`config.mk`:
```
export PLATFORM = sky130hd
export DESIGN_NAME = seq_divider
export DESIGN_NICKNAME = d
export VERILOG_FILES = /design/src/rtl/seq_divider.sv
export SDC_FILE = /design/constraint.sdc
export NUM_CORES = 1
export LEC_CHECK = 0
export ABC_AREA = 0
export BUFFER_PORTS_ARGS = -buffer_cell sky130_fd_sc_hd__buf_2
export CORE_MARGIN = 3
export CORE_UTILIZATION = 52
export CTS_CLUSTER_SIZE = 14
export DETAILED_ROUTE_END_ITERATION = 10
export PLACE_DENSITY = 0.77
export SLEW_MARGIN = 20
export SYNTH_ARGS = -nofsm -noshare
export SYNTH_HDL_FRONTEND = slang
export SYNTH_SLANG_ARGS = --single-unit
export TNS_END_PERCENT = 30
```
`constraint.sdc`:
```
create_clock -name clk_i -period 2.5 [get_ports clk_i]
set_input_delay 0.125 -clock clk_i [delete_from_list [all_inputs] [get_ports clk_i]]
set_output_delay 0.125 -clock clk_i [all_outputs]
set_load 0.01 [all_outputs]
```
`src/rtl/seq_divider.sv`:
```
// Multi-cycle unsigned restoring divider: one shift-subtract step per clock,
// N steps per division, with a single-cycle done pulse and held results.
module seq_divider #(
    parameter int N = 16
) (
    input  logic         clk_i,
    input  logic         rst_i,
    input  logic         start_i,
    input  logic [N-1:0] dividend_i,
    input  logic [N-1:0] divisor_i,
    output logic         busy_o,
    output logic         done_o,
    output logic [N-1:0] quotient_o,
    output logic [N-1:0] remainder_o,
    output logic         div_zero_o
);

    localparam int CW = (N > 2) ? $clog2(N) : 1;

    typedef enum logic [1:0] {
        IDLE = 2'd0,
        CALC = 2'd1,
        DONE = 2'd2
    } state_t;

    state_t        r_state;
    logic [N-1:0]  r_rem;
    logic [N-1:0]  r_quo;
    logic [N-1:0]  r_divisor;
    logic [CW-1:0] r_count;
    logic          r_busy;
    logic          r_done;
    logic [N-1:0]  r_quotient;
    logic [N-1:0]  r_remainder;
    logic          r_divZero;

    logic          w_accept;
    logic          w_lastStep;
    logic [N:0]    w_shifted;
    logic [N:0]    w_trial;
    logic          w_negative;
    logic [N-1:0]  w_quoNext;
    logic [N-1:0]  w_remNext;

    // A restored remainder always fits in N bits: the shifted value only
    // exceeds N bits when the trial subtraction is guaranteed to succeed.
    always_comb begin
        w_accept   = start_i && ((r_state == IDLE) || (r_state == DONE));
        w_lastStep = (r_count == CW'(N - 1));
        w_shifted  = {r_rem, r_quo[N-1]};
        w_trial    = w_shifted - {1'b0, r_divisor};
        w_negative = w_trial[N];
        w_quoNext  = {r_quo[N-2:0], ~w_negative};
        w_remNext  = w_negative ? w_shifted[N-1:0] : w_trial[N-1:0];
    end

    always_ff @(posedge clk_i or posedge rst_i) begin
        if (rst_i) begin
            r_state     <= IDLE;
            r_rem       <= '0;
            r_quo       <= '0;
            r_divisor   <= '0;
            r_count     <= '0;
            r_busy      <= 1'b0;
            r_done      <= 1'b0;
            r_quotient  <= '0;
            r_remainder <= '0;
            r_divZero   <= 1'b0;
        end else begin
            r_done <= 1'b0;
            if (w_accept) begin
                r_quo     <= dividend_i;
                r_rem     <= '0;
                r_divisor <= divisor_i;
                r_count   <= '0;
                if (divisor_i == '0) begin
                    // Zero divisor skips the iterations entirely.
                    r_state     <= DONE;
                    r_busy      <= 1'b0;
                    r_done      <= 1'b1;
                    r_quotient  <= '1;
                    r_remainder <= dividend_i;
                    r_divZero   <= 1'b1;
                end else begin
                    r_state <= CALC;
                    r_busy  <= 1'b1;
                end
            end else begin
                case (r_state)
                    CALC: begin
                        r_quo   <= w_quoNext;
                        r_rem   <= w_remNext;
                        r_count <= r_count + CW'(1);
                        if (w_lastStep) begin
                            r_state     <= DONE;
                            r_busy      <= 1'b0;
                            r_done      <= 1'b1;
                            r_quotient  <= w_quoNext;
                            r_remainder <= w_remNext;
                            r_divZero   <= 1'b0;
                        end
                    end
                    DONE:    r_state <= IDLE;
                    IDLE:    r_state <= IDLE;
                    default: r_state <= IDLE;
                endcase
            end
        end
    end

    assign busy_o      = r_busy;
    assign done_o      = r_done;
    assign quotient_o  = r_quotient;
    assign remainder_o = r_remainder;
    assign div_zero_o  = r_divZero;

endmodule

```
==> results of run 1 <==
-- metrics by stage --
| stage | hold WS, ps | total power (uW) | area [um^2] | cells |
|---|---|---|---|---|
| final | 11.3 | 10700 | 6060 | 737 |
| after global routing | 11.6 | 11500 | 6060 | 737 |
| after CTS | 4.20 | 9690 | 5880 | 733 |
| after detailed placement | 281 | 8360 | 5390 | 694 |
| after global placement | 271 | 8180 | 5390 | 694 |
| after floorplan | 230 | 6660 | 4790 | 513 |
-- cell usage after synthesis, types with 2 or more instances --
cell type | number | share of area [%]
xor2_1 | 6 | 1.1
nand2_1 | 94 | 7.4
a22oi_1 | 13 | 2.0
nor2_1 | 24 | 1.9
nand4_1 | 4 | 0.53
ha_1 | 17 | 4.5
nand3_1 | 5 | 0.53
o311a_1 | 2 | 0.42
xnor2_1 | 6 | 1.1
and2_1 | 4 | 0.53
o21ai_1 | 2 | 0.21
o21ai_0 | 61 | 6.4
nor4_1 | 4 | 0.53
inv_1 | 24 | 1.9
o211ai_1 | 2 | 0.32
a32oi_1 | 3 | 0.55
buf_6 | 2 | 0.47
nand2b_1 | 4 | 0.53
a21o_1 | 5 | 0.79
a221oi_1 | 2 | 0.37
nor2b_1 | 3 | 0.39
nor3_1 | 2 | 0.21
o21a_1 | 2 | 0.32
a221o_1 | 2 | 0.42
a31oi_1 | 5 | 0.66
o22ai_1 | 7 | 0.92
clkbuf_1 | 19 | 1.5
a211oi_1 | 2 | 0.32
dfrtp_1 | 89 | 47
a2111o_1 | 2 | 0.47
a21oi_1 | 41 | 4.3
or3_1 | 7 | 0.92
mux2i_1 | 15 | 3.2
clkbuf_8 | 2 | 0.58
buf_1 | 4 | 0.32
-- sequential cells by signal (all words and copies together), names as in the netlist --
name / flops
remainder_o: 16
r_count: 4
quotient_o: 16
r_rem: 16
r_state: 2
div_zero_o: 1
r_quo: 16
busy_o: 1
done_o: 1
r_divisor: 16
-- final timing paths --
kind                       slack (ps)                    endpoint  cells after the start
setup / recovery                  -10  remainder_o[6]$_DFFE_PP0P_                     11
hold / removal                     10        r_quo[7]$_DFFE_PP0N_                      3
setup reg to reg                  -10  remainder_o[6]$_DFFE_PP0P_                     11
hold reg to reg                   460  quotient_o[10]$_DFFE_PP0P_                      2
max in group asynchronous        1590        r_rem[3]$_DFFE_PP0N_                      4
min in group asynchronous         410  quotient_o[13]$_DFFE_PP0P_                      4
-- timing repair --
action                     CTS  global route
hold buffers                23             0
buffers inserted             0             3
gates resized for setup     10            27
hold endpoints to repair   111             0
pin swaps                    1             6
cloned                       0             1
setup endpoints to repair   26            32
-- power by group through the flow --
| stage | registers [uW] | logic (uW) | clock network (uW) |
|---|---|---|---|
| 6_report | 2620 | 7050 | 1060 |
| 5_1_grt | 2700 | 7640 | 1120 |
| 4_1_cts | 2570 | 6050 | 1070 |
| 3_5_place_dp | 2580 | 5780 | 0 |
| 3_3_place_gp | 2560 | 5620 | 0 |
| 2_1_floorplan | 2560 | 4090 | 0 |
-- tightest hold or removal path: stages --
cell	delay [ps]
buf_2	90
a22oi_1	70
nand2_1	60
-- layout make-up --
cell class              instances  share of cell area [%]
inverters                      24                    1.51
flip-flops and latches         89                    36.8
clock buffers                  10                    2.11
clock inverters                 6                    1.24
multi-input cells             371                    41.6
well taps                     108                    2.23
repair buffers                129                    14.6
-- per-layer routing --
layer / part of all wire (%) / wire, um
met5: 0 / 0
met3: 5.9 / 745
met2: 48 / 6120
met1: 44 / 5550
met4: 2.2 / 282
-- logic make-up after synthesis --
logic type / after synthesis / synth area share (%)
simple gates: 159 / 15.1
compound gates: 163 / 21.3
xor+xnor: 14 / 3.13
mux: 17 / 3.70
buf+inv: 53 / 5.17
flops: 89 / 46.8
fa+ha+maj: 18 / 4.89
==> results.py, run 1 <==
metrics = {
    "status": {
        "status": "finished with violations",
        "failed_checks": "setup timing",
    },
    "sta": {
        "drv_slew": 0,
        "hold_viol_final": 0,
        "setup_viol": 4,
        "maxClockFrequency_mhz": 398,
        "finClkSkew_ps": 14.1,
        "timing.final.ws_setup_ps": -13.8,
        "min_period_over_period_pct": 101,
        "worstMarginPinSlew_ps": 718,
        "min_period_ps": 2510,
        "max_slew_margin_pct": 52.1,
        "fin_setup_tns_ps": -35.6,
        "rsz0062_at_grt": "true",
    },
    "synth": {
        "syn_nets": 566,
        "synth.distinct_cells": 62,
        "synthFlopType": "dfrtp_1",
        "postSynthCellCount": 513,
        "yosysWarnings": 0,
        "synth-seq-area-share_pct": 46.8,
        "synth_async_sr_flop_share_pct": 100,
        "syn_area_um2": 4760,
        "syn_area_per_cell_um2": 9.29,
        "ys_seq_elements": 89,
        "synth-edff-count": 0,
    },
    "cells_and_area": {
        "mostFrequentLayoutCell": "nand2_1",
        "nets": 677,
        "area_growth_pct": 27.3,
        "mostFrequentLayoutCells": "nand2_1 (94), dfrtp_1 (88), buf_2 (69)",
        "multi_input_area_um2": 2520,
        "antennaDiodeCount": 0,
        "final_core_util_pct": 68.8,
        "nFillCells": 689,
        "final_layout_size_suffix_gt1_share_pct": 26.7,
        "ff_latch_area_um2": 2230,
    },
    "die": {
        "start_util_pct": 54.1,
        "die_x_um": 102,
        "die_y_um": 102,
        "rows": 34,
        "dieArea_um2": 10300,
        "io_pins": 70,
        "core_area_um2": 8810,
    },
    "worst_setup_path": {
        "crit_type": "flip-flop to flip-flop",
        "cp-end-kind": "flip-flop",
        "worst_ep_arrival_time_ps": 2770,
        "critical_path_required_ps": 2760,
        "startpoint": "r_divisor[0]$_DFFE_PP0P_",
        "cp-start-kind": "flip-flop",
        "crit_chain": "ha_4 > inv_2 > fa_2 > a211oi_2 > o211ai_1 > nand3_4 > o21ai_4 > xor2_4 > clkbuf_16 > mux2i_2 > o22ai_1",
        "r2r-start": "r_divisor[0]$_DFFE_PP0P_",
        "cpPeakStageDelay_ps": 420,
        "critPathSlowestCell": "dfrtp_1",
        "cp_top_family": "compound AO/OA/AOI/OAI gates",
        "path_max_fanout": 8,
        "cp_num_buf_inv": 2,
    },
    "hold_path": {
        "hp-start": "dividend_i[7]",
        "hp-class": "input port to flip-flop",
    },
    "grt": {
        "first_global_vias": 4024,
        "grt_max_degree": 73,
        "grt.total_usage_pct": 24.4,
        "use_met1_pct": 32.3,
        "gr-max-usage-layer": "met2",
        "overflow": 0,
        "grt.met2_usage_pct": 40.2,
        "use_met3_pct": 4.75,
        "grt_pass1_wl_um": 19700,
        "grt_antenna_before_repair": 0,
    },
    "power_and_ir_drop": {
        "ir_drop_uv": 902,
        "clkPwrFrac_pct": 9.9,
        "switchingPower_uw": 4810,
        "swShare_pct": 44.9,
        "pwr-share-seq_pct": 24.5,
        "combPwrFrac_pct": 65.7,
        "p_int_uw": 5910,
        "p_per_area_nw_per_um2": 1770,
        "leakage_uw": 0.00284,
    },
    "clocking": {
        "clock_sinks": 89,
        "cts_tree": "yes",
        "cts_root_buf": "clkbuf_8",
        "clk_latency_ps": 380,
        "path_clk_slew_ps": 100,
        "clock_path_buffers": 2,
        "htreeDepth": 3,
        "numCtsBuffers": 9,
    },
    "placed_design": {
        "portBuffers": 69,
        "dp_slack_ps": -166,
        "routabilityCongestion": 0.905,
        "dp_hpwl_um": 8650,
    },
    "routing": {
        "vias": 4296,
        "drt-vias-per-instance": 5.83,
        "drt-total-wl_um": 12700,
        "wl_per_cell_um": 17.2,
        "antenna_left": 0,
        "drc": 0,
        "firstDrtPassIters": 5,
        "drt-initial-drc-count": 217,
    },
    "job": {
        "maxCapViolCount": 0,
    },
}
Note: power is estimated with default switching activity, not from simulation.
==> run 2: changes to the inputs <==
--- a/config.mk
+++ b/config.mk
@@ -8,10 +8,9 @@
 export ABC_AREA = 0
 export BUFFER_PORTS_ARGS = -buffer_cell sky130_fd_sc_hd__buf_2
 export CORE_MARGIN = 3
-export CORE_UTILIZATION = 52
+export CORE_UTILIZATION = 25
 export CTS_CLUSTER_SIZE = 14
 export DETAILED_ROUTE_END_ITERATION = 10
-export PLACE_DENSITY = 0.77
 export SLEW_MARGIN = 20
 export SYNTH_ARGS = -nofsm -noshare
 export SYNTH_HDL_FRONTEND = slang
==> results.py, run 2 (synthesis results as in run 1) <==
metrics = {
    "status": {
        "status": "completed",
    },
    "sta": {
        "hold_viol_final": 0,
        "timing.final.ws_setup_ps": 28.2,
        "finClkSkew_ps": 6.22,
        "min_period_ps": 2470,
        "worstMarginPinSlew_ps": 673,
        "setup_viol": 0,
        "maxClockFrequency_mhz": 405,
        "drv_slew": 0,
        "min_period_over_period_pct": 98.9,
        "max_slew_margin_pct": 55.1,
        "timing.hold.ws_ps": 8.32,
        "rsz0062_at_grt": "true",
    },
    "worst_setup_path": {
        "reg2reg_slack_ps": 30,
        "worst_ep_arrival_time_ps": 2690,
        "r2r_end": "r_rem[7]$_DFFE_PP0N_",
        "critical_path_required_ps": 2720,
        "path_max_fanout": 9,
        "crit_type": "flip-flop to flip-flop",
        "cp-end-kind": "flip-flop",
        "cp-start-kind": "flip-flop",
        "reg2reg_depth": 11,
        "r2r-start": "r_divisor[0]$_DFFE_PP0P_",
    },
    "cells_and_area": {
        "nFillCells": 1891,
        "final_layout_size_suffix_gt1_share_pct": 28.8,
        "mostFrequentLayoutCells": "nand2_1 (94), dfrtp_1 (86), buf_2 (69)",
        "mostFrequentLayoutCell": "nand2_1",
        "nets": 673,
        "fin_cells": 854,
        "area_growth_pct": 29.8,
        "final_area_um2": 6180,
        "antennaDiodeCount": 0,
    },
    "placed_design": {
        "dp_hpwl_um": 9700,
        "portBuffers": 69,
        "place_inst": 828,
        "dpl_cell_area_um2": 5640,
        "dp_slack_ps": -84.5,
        "routabilityCongestion": 0.834,
    },
    "grt": {
        "grt.total_usage_pct": 13.0,
        "grt_pass1_wl_um": 21000,
        "overflow": 0,
        "grt_antenna_before_repair": 0,
        "grt_max_degree": 53,
        "first_global_vias": 3856,
    },
    "routing": {
        "drt-initial-drc-count": 334,
        "drc": 0,
        "firstDrtPassIters": 5,
        "antenna_left": 0,
        "drt-total-wl_um": 13000,
        "drt-vias-per-instance": 4.85,
        "vias": 4138,
        "wl_per_cell_um": 15.2,
    },
    "die": {
        "rows": 49,
        "dieArea_um2": 20700,
        "start_util_pct": 26.0,
        "die_x_um": 144,
        "die_y_um": 144,
        "io_pins": 70,
        "core_area_um2": 18300,
    },
    "hold_path": {
        "whs_path_depth": 3,
        "hp-start": "divisor_i[1]",
        "hp-class": "input port to flip-flop",
        "holdPathEnd": "r_divisor[1]$_DFFE_PP0P_",
    },
    "job": {
        "maxCapViolCount": 0,
    },
    "power_and_ir_drop": {
        "combPwrFrac_pct": 63.9,
        "total_power_uw": 10800,
        "swShare_pct": 43.4,
        "p_int_uw": 6130,
        "pwr-share-seq_pct": 24.1,
        "p_per_area_nw_per_um2": 1750,
        "leakage_uw": 0.00285,
        "switchingPower_uw": 4710,
        "ir_drop_uv": 1050,
        "clkPwrFrac_pct": 12.0,
    },
    "clocking": {
        "clock_path_buffers": 2,
        "cts_tree": "yes",
        "numCtsBuffers": 9,
        "clk_latency_ps": 350,
        "cts_root_buf": "clkbuf_16",
        "clock_sinks": 89,
        "path_clk_slew_ps": 60,
        "htreeDepth": 3,
    },
}
[run 2: changes by cell type in the layout (fill, tap and decap cells not counted), moves of 2 or more]
| cell | before | now |
|---|---|---|
| buf_4 | 35 | 46 |
| dfrtp_2 | 1 | 3 |
| clkbuf_16 | 1 | 9 |
| clkbuf_8 | 9 | 0 |
| ha_4 | 6 | 3 |
| dfrtp_1 | 88 | 86 |
| dlygate4sd3_1 | 23 | 7 |
| ha_1 | 11 | 14 |
[run 2: worst max-delay path, stage by stage (launching register included)]
cell and delay, ps:
dfrtp_1 410, ha_4 170, inv_2 50, fa_2 200
a211oi_2 70, o211ai_1 260, nand3_4 130, o21ai_4 300
xor2_4 230, buf_12 180, mux2i_1 230, o21ai_0 120
[run 2: final cells by class]
type	instances	area [um^2]	area share, %
multi-input combinational	371	2480	40.1
timing repair buffer	125	816	13.2
clock inverter	6	52.6	0.850
clock buffer	10	229	3.70
inverter	24	91.3	1.48
sequential	89	2230	36.1
tap	229	287	4.63
[run 2: power by group through the flow]
stage	logic, uW	clock network (uW)	registers [uW]
6_report	6930	1300	2610
5_1_grt	7690	1410	2690
4_1_cts	6460	1350	2580
3_5_place_dp	5960	0	2590
3_3_place_gp	5930	0	2580
2_1_floorplan	4090	0	2560
[run 2: what timing repair did]
item,CTS,global route
gates resized for setup,15,24
endpoints found under the hold margin,43,0
pin swaps,2,4
buffers inserted,0,3
hold buffers,7,0
setup endpoints to repair,17,32
[run 2: metal layers]
| layer | part of all wire, % | GRT usage, % | wire, um |
|---|---|---|---|
| met5 | 0 | 0 | 0 |
| met4 | 0.60 | 2.38 | 78 |
| met3 | 6.6 | 3.14 | 859 |
| met2 | 41 | 18.2 | 5360 |
| met1 | 52 | 20.3 | 6720 |
[run 2: worst max-delay path by stage]
stage / startpoint / end / slack (ps) / cells past startpoint
3_5_place_dp: r_quo[15]$_DFFE_PP0N_ / r_rem[8]$_DFFE_PP0N_ / -80 / 12
4_1_cts: r_rem[3]$_DFFE_PP0N_ / r_rem[12]$_DFFE_PP0N_ / 0.8 / 9
5_1_grt: r_divisor[0]$_DFFE_PP0P_ / r_rem[2]$_DFFE_PP0N_ / -110 / 11
2_1_floorplan: r_quo[15]$_DFFE_PP0N_ / r_rem[11]$_DFFE_PP0N_ / 0.06 / 12
6_report: r_divisor[0]$_DFFE_PP0P_ / r_rem[7]$_DFFE_PP0N_ / 30 / 11
3_3_place_gp: r_quo[15]$_DFFE_PP0N_ / r_rem[8]$_DFFE_PP0N_ / -60 / 12
[run 2: through the flow]
stage                     setup TNS [ps]  util, %
after floorplan                        0        -
after global placement              -118     30.8
after detailed placement            -382     30.8
after CTS                              0     33.1
after global routing               -1860     33.7
final                                  0     33.7
